===== src/rtl/i2c_arb_pkg.sv =====
// Shared constants and types for the I2C transaction arbiter.
package i2c_arb_pkg;

  // Bit positions inside a 10-bit TX command word.
  localparam int STOP_BIT  = 9;
  localparam int START_BIT = 8;
  localparam int RD_BIT    = 0;

  // Owner field width covers the largest supported requester count (8).
  localparam int OWNER_W = 3;

  // Transaction lock state.
  typedef enum logic [1:0] {
    IDLE = 2'd0,
    XFER = 2'd1,
    CNT  = 2'd2
  } arb_state_e;

  // One outstanding read: who issued it and how many bytes it expects.
  typedef struct packed {
    logic [OWNER_W-1:0] owner;
    logic [7:0]         cnt;
  } ord_entry_t;

endpackage


===== src/rtl/i2c_arb_ord_fifo.sv =====
// Ordering FIFO of outstanding read transactions; head stays put until popped.
module i2c_arb_ord_fifo
  import i2c_arb_pkg::*;
#(
  parameter  int DEPTH = 4,
  localparam int AW    = (DEPTH > 1) ? $clog2(DEPTH) : 1
) (
  input  logic       clk,
  input  logic       rst,
  input  logic       i_clr,
  input  logic       i_push,
  input  ord_entry_t i_push_data,
  input  logic       i_pop,
  output logic       o_full,
  output logic       o_empty,
  output ord_entry_t o_head
);

  ord_entry_t  r_mem [DEPTH];
  logic [AW:0] r_wr_ptr;
  logic [AW:0] r_rd_ptr;
  logic        w_do_push;
  logic        w_do_pop;

  assign o_empty   = (r_wr_ptr == r_rd_ptr);
  assign o_full    = (r_wr_ptr[AW] != r_rd_ptr[AW]) &&
                     (r_wr_ptr[AW-1:0] == r_rd_ptr[AW-1:0]);
  assign w_do_pop  = i_pop & ~o_empty;
  // A pop in the same cycle frees the slot, so a full FIFO may still accept.
  assign w_do_push = i_push & (~o_full | w_do_pop);
  assign o_head    = r_mem[r_rd_ptr[AW-1:0]];

  // Pointer update; clear wins over traffic so a flush leaves the queue empty.
  always_ff @(posedge clk) begin
    if (rst || i_clr) begin
      r_wr_ptr <= '0;
      r_rd_ptr <= '0;
    end else begin
      if (w_do_push) r_wr_ptr <= r_wr_ptr + (AW+1)'(1);
      if (w_do_pop)  r_rd_ptr <= r_rd_ptr + (AW+1)'(1);
    end
  end

  // Entry storage.
  always_ff @(posedge clk) begin
    if (w_do_push) r_mem[r_wr_ptr[AW-1:0]] <= i_push_data;
  end

endmodule


===== src/rtl/i2c_txn_arbiter.sv =====
// Round-robin arbiter granting whole I2C transactions into one TX FIFO and
// steering RX bytes back to the requester that issued each read.
// Handshakes: a word/byte transfers in a cycle where valid and ready are both 1;
// valid never depends on ready, and the data stays stable while valid waits.
module i2c_txn_arbiter
  import i2c_arb_pkg::*;
#(
  parameter  int NREQ      = 4,
  parameter  int ORD_DEPTH = 4,
  localparam int IDW       = (NREQ > 1) ? $clog2(NREQ) : 1
) (
  input  logic              clk,
  input  logic              rst,
  input  logic              cr_en,
  input  logic              flush,
  input  logic [NREQ-1:0]   req_valid,
  input  logic [NREQ*10-1:0] req_data,
  output logic [NREQ-1:0]   req_ready,
  input  logic              tx_fifo_full,
  output logic              tx_fifo_wr,
  output logic [9:0]        tx_fifo_din,
  input  logic              rx_fifo_empty,
  input  logic [7:0]        rx_fifo_dout,
  output logic              rx_fifo_rd,
  output logic [NREQ-1:0]   rsp_valid,
  output logic [7:0]        rsp_data,
  output logic              rsp_last,
  input  logic [NREQ-1:0]   rsp_ready,
  output logic              busy,
  output logic              err_proto,
  output logic              err_zero_cnt,
  output arb_state_e        dbg_state,
  output logic [IDW-1:0]    dbg_rr_ptr
);

  arb_state_e     r_state, w_state_nxt;
  logic [IDW-1:0] r_gnt, w_gnt_nxt;
  logic [IDW-1:0] r_rr_ptr, w_rr_nxt;
  logic [9:0]     w_words [NREQ];
  logic [IDW-1:0] w_scan_idx [NREQ];
  logic           w_cand_found;
  logic [IDW-1:0] w_cand_idx;
  logic           w_en;
  logic [9:0]     w_gnt_word;
  logic           w_gnt_acc;
  logic [IDW-1:0] w_gnt_inc;
  logic           w_push;
  ord_entry_t     w_push_entry;
  logic           w_ord_pop, w_ord_full, w_ord_empty;
  ord_entry_t     w_ord_head;
  logic           r_active;
  logic [7:0]     r_rem;
  logic [OWNER_W-1:0] r_own;

  // Strobes are suppressed while reset or flush is asserted.
  assign w_en       = ~rst & ~flush;
  assign w_gnt_word = w_words[r_gnt];
  assign w_gnt_acc  = req_valid[r_gnt] & ~tx_fifo_full;
  assign w_gnt_inc  = (r_gnt == IDW'(NREQ-1)) ? '0 : r_gnt + IDW'(1);
  assign busy       = (r_state != IDLE) | r_active | ~w_ord_empty;
  assign dbg_state  = r_state;
  assign dbg_rr_ptr = r_rr_ptr;

  for (genvar gi = 0; gi < NREQ; gi++) begin : g_words
    assign w_words[gi]    = req_data[gi*10 +: 10];
    assign w_scan_idx[gi] = IDW'((int'(r_rr_ptr) + gi) % NREQ);
  end

  // First start-word candidate at or after the round-robin pointer.
  always_comb begin
    w_cand_found = 1'b0;
    w_cand_idx   = r_rr_ptr;
    for (int k = 0; k < NREQ; k++) begin
      if (!w_cand_found && req_valid[w_scan_idx[k]] &&
          w_words[w_scan_idx[k]][START_BIT]) begin
        w_cand_found = 1'b1;
        w_cand_idx   = w_scan_idx[k];
      end
    end
  end

  // Lock FSM: next state, grant, pointer and TX-side strobes.
  always_comb begin
    w_state_nxt  = r_state;
    w_gnt_nxt    = r_gnt;
    w_rr_nxt     = r_rr_ptr;
    req_ready    = '0;
    tx_fifo_wr   = 1'b0;
    tx_fifo_din  = '0;
    err_proto    = 1'b0;
    err_zero_cnt = 1'b0;
    w_push       = 1'b0;
    w_push_entry = '{owner: OWNER_W'(r_gnt), cnt: w_gnt_word[7:0]};
    if (w_en) begin
      case (r_state)
        IDLE: begin
          // Orphan data at the pointer would block its requester forever; drop it.
          if (req_valid[r_rr_ptr] && !w_words[r_rr_ptr][START_BIT]) begin
            req_ready[r_rr_ptr] = 1'b1;
            err_proto           = 1'b1;
          end
          if (cr_en && w_cand_found) begin
            w_gnt_nxt   = w_cand_idx;
            w_state_nxt = XFER;
          end
        end
        XFER: begin
          tx_fifo_din = w_gnt_word;
          if (w_gnt_acc) begin
            req_ready[r_gnt] = 1'b1;
            tx_fifo_wr       = 1'b1;
            if (w_gnt_word[STOP_BIT]) begin
              w_state_nxt = IDLE;
              w_rr_nxt    = w_gnt_inc;
            end else if (w_gnt_word[START_BIT] && w_gnt_word[RD_BIT]) begin
              w_state_nxt = CNT;
            end
          end
        end
        CNT: begin
          tx_fifo_din = w_gnt_word;
          if (w_gnt_acc && (!w_ord_full || w_ord_pop)) begin
            req_ready[r_gnt] = 1'b1;
            tx_fifo_wr       = 1'b1;
            if (w_gnt_word[7:0] != 8'h00) w_push = 1'b1;
            else                          err_zero_cnt = 1'b1;
            if (w_gnt_word[STOP_BIT]) begin
              w_state_nxt = IDLE;
              w_rr_nxt    = w_gnt_inc;
            end else begin
              w_state_nxt = XFER;
            end
          end
        end
        default: w_state_nxt = IDLE;
      endcase
    end
  end

  // Lock state registers; flush returns to IDLE but keeps the pointer.
  always_ff @(posedge clk) begin
    if (rst) begin
      r_state  <= IDLE;
      r_gnt    <= '0;
      r_rr_ptr <= '0;
    end else if (flush) begin
      r_state  <= IDLE;
    end else begin
      r_state  <= w_state_nxt;
      r_gnt    <= w_gnt_nxt;
      r_rr_ptr <= w_rr_nxt;
    end
  end

  i2c_arb_ord_fifo #(.DEPTH(ORD_DEPTH)) u_ord_fifo (
    .clk         (clk),
    .rst         (rst),
    .i_clr       (flush),
    .i_push      (w_push),
    .i_push_data (w_push_entry),
    .i_pop       (w_ord_pop),
    .o_full      (w_ord_full),
    .o_empty     (w_ord_empty),
    .o_head      (w_ord_head)
  );

  // RX steering: offer the head byte to the owner of the active read.
  always_comb begin
    rsp_valid  = '0;
    rsp_data   = '0;
    rsp_last   = 1'b0;
    rx_fifo_rd = 1'b0;
    w_ord_pop  = 1'b0;
    if (w_en && r_active) begin
      rsp_data = rx_fifo_dout;
      rsp_last = (r_rem == 8'd1);
      for (int i = 0; i < NREQ; i++) begin
        if (r_own == OWNER_W'(i)) begin
          rsp_valid[i] = ~rx_fifo_empty;
          rx_fifo_rd   = ~rx_fifo_empty & rsp_ready[i];
        end
      end
      // The entry leaves the ordering FIFO only once its last byte is taken.
      w_ord_pop = rx_fifo_rd & (r_rem == 8'd1);
    end
  end

  // Active read tracking: load from the FIFO head, count down per popped byte.
  always_ff @(posedge clk) begin
    if (rst || flush) begin
      r_active <= 1'b0;
      r_rem    <= '0;
      r_own    <= '0;
    end else if (!r_active && !w_ord_empty) begin
      r_active <= 1'b1;
      r_rem    <= w_ord_head.cnt;
      r_own    <= w_ord_head.owner;
    end else if (rx_fifo_rd) begin
      r_rem <= r_rem - 8'd1;
      if (r_rem == 8'd1) r_active <= 1'b0;
    end
  end

endmodule


===== config.mk =====
export PLATFORM = sky130hd
export DESIGN_NAME = i2c_txn_arbiter
export DESIGN_NICKNAME = d
export VERILOG_FILES = /design/src/rtl/i2c_arb_pkg.sv /design/src/rtl/i2c_arb_ord_fifo.sv /design/src/rtl/i2c_txn_arbiter.sv
export SDC_FILE = /design/constraint.sdc
export NUM_CORES = 1
export LEC_CHECK = 0
export CAP_MARGIN = 20
export CORE_UTILIZATION = 45
export CTS_CLUSTER_DIAMETER = 30
export CTS_CLUSTER_SIZE = 30
export DETAILED_ROUTE_END_ITERATION = 12
export DONT_BUFFER_PORTS = 1
export GPL_ROUTABILITY_DRIVEN = 0
export PLACE_DENSITY_LB_ADDON = 0.2
export SYNTH_ARGS = -nofsm -noshare
export SYNTH_HDL_FRONTEND = slang
export SYNTH_SLANG_ARGS = --single-unit
export TNS_END_PERCENT = 5

===== constraint.sdc =====
create_clock -name clk -period 3 [get_ports clk]
set_input_delay 0.6 -clock clk [delete_from_list [all_inputs] [get_ports clk]]
set_output_delay 0.6 -clock clk [all_outputs]
set_load 0.01 [all_outputs]

### Word-level counts from Yosys, hierarchy flattened

Memory sizes are Yosys's and may differ from the RTL's. A register that Yosys moved wholly into a read port is not among the register bits.
Index checks and enable logic that the tools add are counted.

| storage, ports and cells | value |
|---|---|
| bits in writable memories | 40 |
| logic and storage cells | 196 |
| bits in registers | 24 |
| output and inout bits | 36 |
| memories | 1 |

| cells by class | value |
|---|---|
| equality and inequality tests | 14 |
| reductions and logical operators | 38 |
| order comparisons | 12 |
| bitwise gates (word level) | 23 |
| mux-type cells | 93 |
| add/subtract/negate cells | 7 |

Memory list:

| memory | words | width | rd ports | clocked after memory_dff | wr ports | line | source |
|---|---|---|---|---|---|---|---|
| u_ord_fifo.r_mem | 4 | 10 | 1 | 1 | 1 | i2c_arb_ord_fifo.sv:19 | `ord_entry_t r_mem [DEPTH];` |

Operators with widths:

| cell | number |
|---|---|
| $bmux 10 s2 | 5 |
| $mux 9 | 8 |
| $mux 1 | 43 |
| $mux 10 | 4 |
| $mux 2 | 14 |
| $mux 8 | 3 |
| $mux 4 | 5 |
| $logic_and 1x1->1 | 16 |
| $ge 3x3->1 const B | 5 |
| $lt 2x3->1 const B | 5 |
| $not 2->3 | 5 |
| $pmux 4 s3 | 1 |
| $bmux 1 s2 | 5 |
| $reduce_and 5->1 | 2 |
| $and 1x1->1 | 9 |
| $eq 8x1->1 const B | 1 |
| $reduce_bool 2->1 | 4 |
| $reduce_bool 8->1 | 1 |
| $sub 8x1->8 const B | 1 |
| $logic_not 1->1 | 7 |
| $add 3x1->3 const B | 2 |
| $eq 3x2->1 const B | 2 |
| $ne 2x2->1 const B | 3 |
| $not 1->1 | 6 |
| other kinds (21) | 30 |

### Depth between registers and ports, before layout

Gate-level depths: netlist of run 1.

| logic depth | value |
|---|---|
| word-level depth | 21 |
| gate-level depth with buffers | 10 |

### Modules after synthesis

Synthesis of run 1 repeated with hierarchy kept, for this count alone.

| second synthesis, totals | value |
|---|---|
| cell total of the unflattened synthesis | 353 |
| area, all modules | 4,096.4 um^2 |

By module, submodules not included:

| module | area each (um^2) | cells an instance | instances |
|---|---|---|---|
| i2c_arb_ord_fifo | 2,067.0 | 112 | 1 |
| i2c_txn_arbiter | 2,029.4 | 241 | 1 |

### Worst setup path after synthesis of run 1

OpenSTA, ideal clock, no wires.

| path | value |
|---|---|
| kind | input-to-reg |
| start point | in flush |
| end point | mem u_ord_fifo.r_mem[3][0] in the netlist's numbering, enable pin |
| arrival | 2.531 ns |
| setup time | 0.343 ns |
| setup slack | 0.126 ns |
| buffers on the path | 2 |
| data required time | 2.657 ns |
| cell stages on the path | 8 |
| path through | or2_1 -> clkbuf_1 -> or4_4 -> o21a_1 -> and2b_2 -> and3_1 -> clkbuf_2 -> and2_1 |

| on the way | value |
|---|---|
| cells in the longest elaborated chain, start to end | 12 |
| elaborated cells between the ends (all ways) | 14 |
| classes of those cells | mux: 6; bitwise: 5; reduce/logical: 3 |

RTL lines:

| what | line | source |
|---|---|---|
| from (decl) | i2c_txn_arbiter.sv:15 | `input logic flush,` |
| $not 1->1 (no line) * | -- |  |
| $and 1x1->1 * | i2c_txn_arbiter.sv:56 | `assign w_en = ~rst & ~flush;` |
| $logic_and 1x1->1 | i2c_txn_arbiter.sv:174 | `if (w_en && r_active) begin` |
| $mux 1 | i2c_txn_arbiter.sv:174 |  |
| $logic_or 1x1->1 | i2c_txn_arbiter.sv:122 | `if (w_gnt_acc && (!w_ord_full \|\| w_ord_pop)) begin` |
| $logic_and 1x1->1 | i2c_txn_arbiter.sv:122 |  |
| $mux 1 | i2c_txn_arbiter.sv:122 |  |
| $mux 1 | i2c_txn_arbiter.sv:95 | `case (r_state)` |
| $mux 1 | i2c_txn_arbiter.sv:94 | `if (w_en) begin` |
| $and 1x1->1 * | i2c_arb_ord_fifo.sv:30 | `assign w_do_push = i_push & (~o_full \| w_do_pop);` |
| $mux 1 * | i2c_arb_ord_fifo.sv:46 | `if (w_do_push) r_mem[r_wr_ptr[AW-1:0]] <= i_push_data;` |
| $mux 1 (implied by the code) * | i2c_arb_ord_fifo.sv:46 |  |
| to (decl) | i2c_arb_ord_fifo.sv:19 |  |

Mark *: on every way between the ends. The rest lies on a longest branch, timed or not.

### Worst setup path in the final report of run 1

| path | value |
|---|---|
| start point | reg r_rem[2] |
| end point | out req_ready[0] |

| on the way | value |
|---|---|
| cells in the longest elaborated chain, start to end | 8 |

RTL lines:

| what | line | source |
|---|---|---|
| from (decl) | i2c_txn_arbiter.sv:52 | `logic [7:0] r_rem;` |
| from (signal assigned) | i2c_txn_arbiter.sv:196 | `r_rem <= w_ord_head.cnt;` |
| from (signal assigned) | i2c_txn_arbiter.sv:199 | `r_rem <= r_rem - 8'd1;` |
| $eq 8x1->1 | i2c_txn_arbiter.sv:184 | `w_ord_pop = rx_fifo_rd & (r_rem == 8'd1);` |
| $and 1x1->1 | i2c_txn_arbiter.sv:184 |  |
| $mux 1 | i2c_txn_arbiter.sv:174 |  |
| $logic_or 1x1->1 | i2c_txn_arbiter.sv:122 |  |
| $logic_and 1x1->1 | i2c_txn_arbiter.sv:122 |  |
| $mux 4 | i2c_txn_arbiter.sv:122 |  |
| $pmux 4 s3 | i2c_txn_arbiter.sv:95 |  |
| $mux 4 | i2c_txn_arbiter.sv:94 |  |
| to (decl) | i2c_txn_arbiter.sv:18 | `output logic [NREQ-1:0] req_ready,` |

No other way between the ends.

==> results of run 1 <==
[power groups by stage]
stage	logic [µW]	clock network, µW	registers [µW]
floorplan	116	0	984
global placement	164	0	988
detailed placement	167	0	988
CTS	168	794	967
global route	184	835	968
finish	168	774	967
[per-stage QoR]
step	hold WS (ns)	worst slack (ns)	power (µW)	util [%]
final	0.352	-0.0415	1910	53.1
after global routing	0.337	-0.106	1990	53.1
after CTS	0.336	-0.0747	1930	52.7
after detailed placement	0.488	0.0753	1150	49.6
after global placement	0.480	0.129	1150	49.6
after floorplan	0.460	0.126	1100	-
[cell usage in the layout (no fill, tap or decap), types with 2 or more instances in the layout]
cell,count
a211o_1,2
a211oi_1,2
a21oi_1,14
a22o_4,3
and2_1,10
and3_1,21
buf_12,3
buf_4,23
clkbuf_8,9
dfxtp_1,21
dfxtp_2,4
edfxtp_1,40
ha_1,19
inv_1,17
inv_6,3
mux2_2,2
mux2i_1,11
mux4_2,25
nand2_1,21
nand2b_1,3
nand3_1,7
nand3b_1,3
nor2_1,20
nor2_2,2
nor3_1,3
nor3b_1,2
nor4_1,3
nor4b_1,3
o2111a_1,2
o211ai_1,2
o21ai_0,11
o22ai_1,2
o41ai_1,2
or2_2,2
or4_4,2
xnor2_1,5
xor2_1,8
[routing by layer]
layer | GRT usage, % | share of wire [%] | vias to the layer above
li1 | - | - | 1276
met1 | 27.8 | 43 | 1337
met2 | 34.3 | 48 | 127
met3 | 6.15 | 8.2 | 7
met4 | 5.13 | 0.92 | 0
met5 | 0 | 0 | -
[worst max-delay path by stage]
stage	from	to	slack [ns]	cells past startpoint
global placement	r_rem[2]$_SDFFE_PN0P_	req_ready[3]	0.13	6
finish	r_rem[2]$_SDFFE_PN0P_	req_ready[0]	-0.04	6
global route	r_rem[3]$_SDFFE_PN0P_	req_ready[0]	-0.11	6
CTS	r_rem[2]$_SDFFE_PN0P_	req_ready[1]	-0.07	6
detailed placement	r_rem[2]$_SDFFE_PN0P_	req_ready[1]	0.08	6
floorplan	flush	u_ord_fifo.r_mem[3][0]$_DFFE_PP_	0.13	8
[registers in the layout, summed over array words and instances (netlist names), named ones only]
register             count
dbg_rr_ptr               2
r_gnt                    2
dbg_state                2
r_active                 1
u_ord_fifo.r_rd_ptr      3
u_ord_fifo.r_wr_ptr      3
r_own                    2
r_rem                    8
u_ord_fifo.r_mem        40
[cell families (layout without fill, tap and decap cells)]
family,count (synthesis),in the layout,synth area share [%]
AND/OR/NAND/NOR,109,109,15.5
flip-flops,65,65,44.6
AO/OA/AOI/OAI,50,50,8.99
multiplexers,38,38,18.2
buffers and inverters,34,59,3.48
adder cells (fa/ha/maj),19,19,6.23
XOR/XNOR,13,13,2.98
[layout make-up]
type | count | share of cell area [%]
Clock inverter | 7 | 1.92
Inverter | 17 | 1.46
Timing Repair Buffer | 26 | 5.33
Sequential cell | 65 | 39.1
Clock buffer | 9 | 2.84
Tap cell | 105 | 3.01
Multi-Input combinational cell | 229 | 46.3
[what timing repair did]
action                     CTS  global route
gates resized for setup      5             5
setup endpoints to repair    6             6
buffers inserted             4             1
pin swaps                    4             3
==> key figures, run 1 <==
Logic synthesis
  • Share of the synthesized area in the top cell type: a little under a third
  • Netlist cell types: 49
  • Synth warn: 0
  • Largest cells by area after synthesis: edfxtp_1 (31%), mux4_2 (15%), dfxtp_1 (13%), ha_1 (6.2%), and3_1 (3.4%)
  • Yosys reg bits: 65
  • Syn_area_per_cell: about 12 µm²
  • Syn Inst Count: between 300 and 400
  • Async SR Flop Fraction: 0%
  • Ys flop type: edfxtp_1
  • Count leader, synth: edfxtp_1
  • Commonest cells post-synth: edfxtp_1 (40), dfxtp_1 (25), mux4_2 (25), nor2_1 (22)
  • Synthesized Nets: 409
  • Yosys top cell by area: edfxtp_1
  • Post-synth EDFFs: 40
  • Mapped Area: 3810 µm²
  • Post-synthesis sequential area ratio: between 40 and 50%

Floorplan
  • I/O pins: 98
  • Die Y: about 94 µm
  • Placeable Area: between 8000 and 9000 µm²
  • Die area: between 8000 and 9000 µm²
  • Initial core utilization: 46.4%
  • Rows: 33
  • DIE WIDTH: around 94 µm

Power and ir drop
  • Switching power: 478 µW
  • Clock power frac: 40.5%
  • LEAKAGE: ~0.0016 µW
  • Total power per unit cell area: 437 nW/µm²
  • Internal Power: 1430 µW
  • Logic pwr share: just under 9%
  • Net Sw Frac: around a quarter
  • VDD IR max: about 260 µV
  • Flop pwr share: 50.7%

STA
  • Crit path time final: 3.04 ns
  • Setup total negative slack: -0.0703 ns
  • Final hold violation count: 0
  • Final setup fails: 2
  • Max frequency: roughly 330 MHz
  • Slew @ Worst Pin: between 0.6 and 0.7 ns
  • Period utilisation layout: 101%
  • PnR worst setup slack: -0.0415 ns
  • RSZ-0062 raised after global routing: yes
  • Clk_skew: 0.0112 ns
  • Rel. slew slack: 55.1%
  • Final slew viol count: 0

Worst hold path
  • Hold Path Depth: 1
  • Hold Path Origin: rst
  • HP Class: primary input to flip-flop
  • Hold worst-path end: dbg_rr_ptr[0]$_SDFFE_PP0P_

Placed design
  • Hpwl dp: 6.76 mm
  • Dpl cells: 437
  • Area post-placement: 4080 µm²
  • Port Buffers: 0

Worst setup path
  • Worst path max stage delay: roughly 0.55 ns
  • Crit-path most repeated cell: or4_4
  • R2R setup slack: 0.14 ns
  • CP max FO: 4
  • RR Startpoint: r_rem[2]$_SDFFE_PN0P_
  • Startpoint class of the critical path: flip-flop
  • R2R depth: 9
  • Worst EP arrival: approximately 2.4 ns
  • Critical path buffers and inverters: 0
  • Crit-path cells: or4_4 -> or4_4 -> o21a_1 -> and2b_2 -> o21a_4 -> a22o_1
  • Worst EP required: 2.40 ns
  • Worst R2R End: u_ord_fifo.r_mem[1][0]$_DFFE_PP_
  • Crit end category: primary output
  • Crit Path Class: flip-flop to primary output
  • Critical path's top delay family: simple AND/OR/NAND/NOR gates
  • Crit-path slowest cell: or4_4

Finish
  • Final instance area: roughly 4400 µm²
  • Synthesis-to-finish area growth: 14.4%
  • Layout cells sized above 1: between 20 and 25%
  • Multi-input gate area: between 2000 and 2500 µm²
  • Reg area: roughly 1700 µm²
  • ANT cells: 0
  • Final-layout fill cell count: between 600 and 700
  • Final std cells w/o fill: around 460
  • Final nets: 429

Clock tree
  • Clock transition at path regs: approximately 0.080 ns
  • Clk buf depth: 2
  • TritonCTS buffer count: 9
  • CTS root buffer: clkbuf_8
  • CTS Sinks: between 60 and 70
  • Hold buffers post-CTS: 0
  • Clock Latency Late Sink: around 0.34 ns
  • H-tree depth: 3
  • CTS tree: done

Global route
  • Global-route total usage across every layer: around a fifth
  • Initial antenna violation count: 0
  • Largest net degree at the start of global routing: 20
  • Number of global-route vias before repair: around 2700
  • Remaining Overflow, GRT: 0
  • Global-route wire length before repair: 13.7 mm

Route
  • DR WL/cell: slightly below 20 µm
  • DR vias/cell: between 5 and 6
  • Iter 0 DRT Violations: 177
  • Via count: between 2000 and 3000
  • Post-DRT Antenna Nets: 0
  • Pre-antenna DRT Iters: 4
  • Total routed wirelength: ~8.9 mm
  • DR DRC count: 0

Run
  • Max-cap viol count: 0

Outcome
  • Outcome: finished, violations left
  • Violated checks: setup timing
Power figures use the tool's default switching activity.
==> run 2: changes to the inputs <==
--- a/config.mk
+++ b/config.mk
@@ -5,6 +5,7 @@
 export SDC_FILE = /design/constraint.sdc
 export NUM_CORES = 1
 export LEC_CHECK = 0
+export ABC_AREA = 1
 export CAP_MARGIN = 20
 export CORE_UTILIZATION = 45
 export CTS_CLUSTER_DIAMETER = 30
@@ -13,6 +14,7 @@
 export DONT_BUFFER_PORTS = 1
 export GPL_ROUTABILITY_DRIVEN = 0
 export PLACE_DENSITY_LB_ADDON = 0.2
+export SKIP_CTS_REPAIR_TIMING = 1
 export SYNTH_ARGS = -nofsm -noshare
 export SYNTH_HDL_FRONTEND = slang
 export SYNTH_SLANG_ARGS = --single-unit
==> run 2 against run 1 <==
The run now ends clean. Utilization fell by 2.7 points. Fmax rose by 13%. Cell area rose by 1.3%. Clock skew fell by 0.0040 ns. Cell count rose by 43%. Clock-buffer cell count did not move. Via count rose by 28%. Critical path type unchanged.
==> key figures, run 2 <==
Logic synthesis
  • Netlist cell types: 40
  • Yosys reg bits: 65
  • Largest cells by area after synthesis: edfxtp_1 (29%), dfxtp_1 (12%), nand2_1 (12%), nor2_1 (7.1%), ha_1 (5.8%)
  • Synth warn: 0
  • Ys flop type: edfxtp_1
  • Mapped Area: between 4000 and 5000 µm²
  • Post-synthesis sequential area ratio: approximately 41%
  • Syn_area_per_cell: 7.63 µm²
  • Yosys top cell by area: edfxtp_1
  • Synthesized Nets: 619
  • Commonest cells post-synth: nand2_1 (127), nor2_1 (78), inv_1 (59), edfxtp_1 (40), nand3_1 (39)
  • Count leader, synth: nand2_1
  • Syn Inst Count: approximately 540
  • Post-synth EDFFs: 40
  • Async SR Flop Fraction: 0%
  • Share of the synthesized area in the top cell type: 29.3%

Placed design
  • Port Buffers: 0
  • Hpwl dp: 6.95 mm

STA
  • Clk_skew: just over 0.007 ns
  • Final slew viol count: 0
  • Setup total negative slack: 0 ns
  • Crit path time final: roughly 2.7 ns
  • RSZ-0062 raised after global routing: no
  • Slew @ Worst Pin: between 0.5 and 0.6 ns
  • Final setup fails: 0
  • Rel. slew slack: a little over three fifths
  • Final hold violation count: 0
  • Max frequency: between 300 and 400 MHz
  • Period utilisation layout: 89.8%

Power and ir drop
  • VDD IR max: approximately 200 µV
  • Clock power frac: approximately two fifths
  • Internal Power: roughly 1400 µW
  • Total power per unit cell area: about 430 nW/µm²
  • Net Sw Frac: around 26%
  • Switching power: 483 µW
  • LEAKAGE: roughly 0.0019 µW
  • Design Power: around 1900 µW
  • Flop pwr share: just over 50%
  • Logic pwr share: roughly 8.7%

Finish
  • Reg area: around 1700 µm²
  • Multi-input gate area: between 2000 and 2500 µm²
  • Final nets: 622
  • Synthesis-to-finish area growth: 7.71%
  • Most common library cell in the layout ignoring fill and taps: nand2_1
  • Final-layout fill cell count: ~860
  • Layout cells sized above 1: 10.4%
  • Max reg flops: 40
  • Most frequent cells in the layout: nand2_1 (127), nor2_1 (78), inv_1 (59), edfxtp_1 (40), nand3_1 (39)
  • ANT cells: 0

Clock tree
  • CTS Sinks: 65
  • TritonCTS buffer count: 9
  • CTS root buffer: clkbuf_8
  • Clk buf depth: 2
  • CTS tree: done
  • Clock transition at path regs: approximately 0.080 ns
  • H-tree depth: 3
  • Clock Latency Late Sink: 0.34 ns

Route
  • Iter 0 DRT Violations: about 220
  • Via count: 3529
  • Total routed wirelength: roughly 9.5 mm
  • Post-DRT Antenna Nets: 0
  • DR WL/cell: around 14 µm
  • Pre-antenna DRT Iters: 4
  • DR DRC count: 0
  • DR vias/cell: around 5.4

Worst setup path
  • Crit end category: primary output
  • Worst EP arrival: ~2.1 ns
  • Worst R2R End: u_ord_fifo.r_mem[0][3]$_DFFE_PP_
  • Critical path buffers and inverters: 4
  • Crit-path slowest cell: dfxtp_1
  • CP max FO: 26
  • Crit Path Class: flip-flop to primary output
  • R2R depth: 10
  • Startpoint class of the critical path: flip-flop
  • RR Startpoint: r_gnt[0]$_SDFFE_PP0P_
  • Crit-path most repeated cell: nand2_1
  • Worst path max stage delay: about 0.34 ns
  • R2R setup slack: 0.77 ns
  • Crit-path cells: inv_2 -> o21ai_1 -> a21o_1 -> inv_1 -> nand2_4 -> clkinv_4 -> nand2_4 -> o21ai_4 -> nand2_1 -> nand2_1 -> nand2_1 -> inv_1
  • Critical path's top delay family: buffers and inverters
  • Worst EP required: 2.40 ns

Floorplan
  • Rows: 34
  • DIE WIDTH: between 90 and 100 µm
  • Die area: 9510 µm²
  • Initial core utilization: 46.8%
  • Placeable Area: about 8800 µm²
  • I/O pins: 98
  • Die Y: just under 100 µm

Global route
  • M3 GR Usage: under 10%
  • Number of global-route vias before repair: ~3200
  • Met1 global-route usage: 27.8%
  • Largest net degree at the start of global routing: 27
  • GRT met2 Usage: between 30% and 40%
  • GRT busiest layer: met2
  • Global-route wire length before repair: approximately 16 mm
  • Remaining Overflow, GRT: 0
  • Initial antenna violation count: 0
  • Global-route total usage across every layer: around a fifth

Worst hold path
  • HP Class: primary input to flip-flop
  • Hold Path Origin: rst
  • Hold worst-path end: dbg_rr_ptr[1]$_SDFFE_PP0P_
  • Hold Path Depth: 1

Run
  • Max-cap viol count: 0

Outcome
  • Outcome: completed
run 2: cell types whose count changed in the layout (fill, tap and decap cells not counted), moves of 6 or more:
cell and delta:
o21ai_1 +9, and3_1 -21, nand3_1 +32, mux2i_1 -11, nor2_1 +58, buf_4 -13
inv_1 +42, nand2_1 +106, mux4_2 -25, nand2_2 +8, nand3_2 +6, and2_1 -10
nand4_1 +9, o21ai_0 +20
run 2: power groups by stage:
stage / clock network (µW) / logic [µW] / registers, µW
global route: 809 / 188 / 958
CTS: 762 / 164 / 958
finish: 757 / 164 / 958
floorplan: 0 / 129 / 979
global placement: 0 / 160 / 978
detailed placement: 0 / 163 / 979
run 2: cell families after synthesis:
logic type / synth area share, %
DFF: 41.5
AOI/OAI and AO/OA: 10.9
buffers and inverters: 8.32
and+or+nand+nor: 31.6
xor gates and xnor gates: 1.92
adders and majority gates: 5.79
run 2: area by class of cell:
| type | instances | share of cell area (%) |
|---|---|---|
| multi-input combinational | 391 | 46.6 |
| inverter | 64 | 5.55 |
| timing repair buffer | 10 | 1.70 |
| clock inverter | 7 | 1.78 |
| sequential | 65 | 38.5 |
| tap | 108 | 3.06 |
| clock buffer | 9 | 2.80 |
run 2: how the worst max path moves through the flow:
stage                          startpoint  slack, ns                          endpoint  cells after the start
floorplan                           flush       0.65  u_ord_fifo.r_mem[0][0]$_DFFE_PP_                      9
global placement                    flush       0.52                        tx_fifo_wr                     11
detailed placement                  flush       0.47                      req_ready[0]                     13
CTS                 r_gnt[0]$_SDFFE_PP0P_       0.30                      req_ready[0]                     12
global route        r_gnt[1]$_SDFFE_PP0P_       0.09                      req_ready[0]                     13
finish              r_gnt[0]$_SDFFE_PP0P_       0.31                      req_ready[3]                     12
run 2: through the flow:
stage	instances	util, %	setup WS [ns]	instance area (µm²)	hold slack [ns]
after floorplan	538	-	0.653	4100	0.465
after global placement	638	48.1	0.517	4220	0.487
after detailed placement	638	48.1	0.472	4220	0.504
after CTS	654	50.4	0.303	4420	0.310
after global routing	654	50.4	0.0922	4420	0.302
final	654	50.4	0.306	4420	0.316
run 2: routing by layer:
layer | routed length, µm | part of all wire (%)
met1 | 4500 | 48
met2 | 4280 | 45
met3 | 565 | 6.0
met4 | 119 | 1.3
met5 | 0 | 0
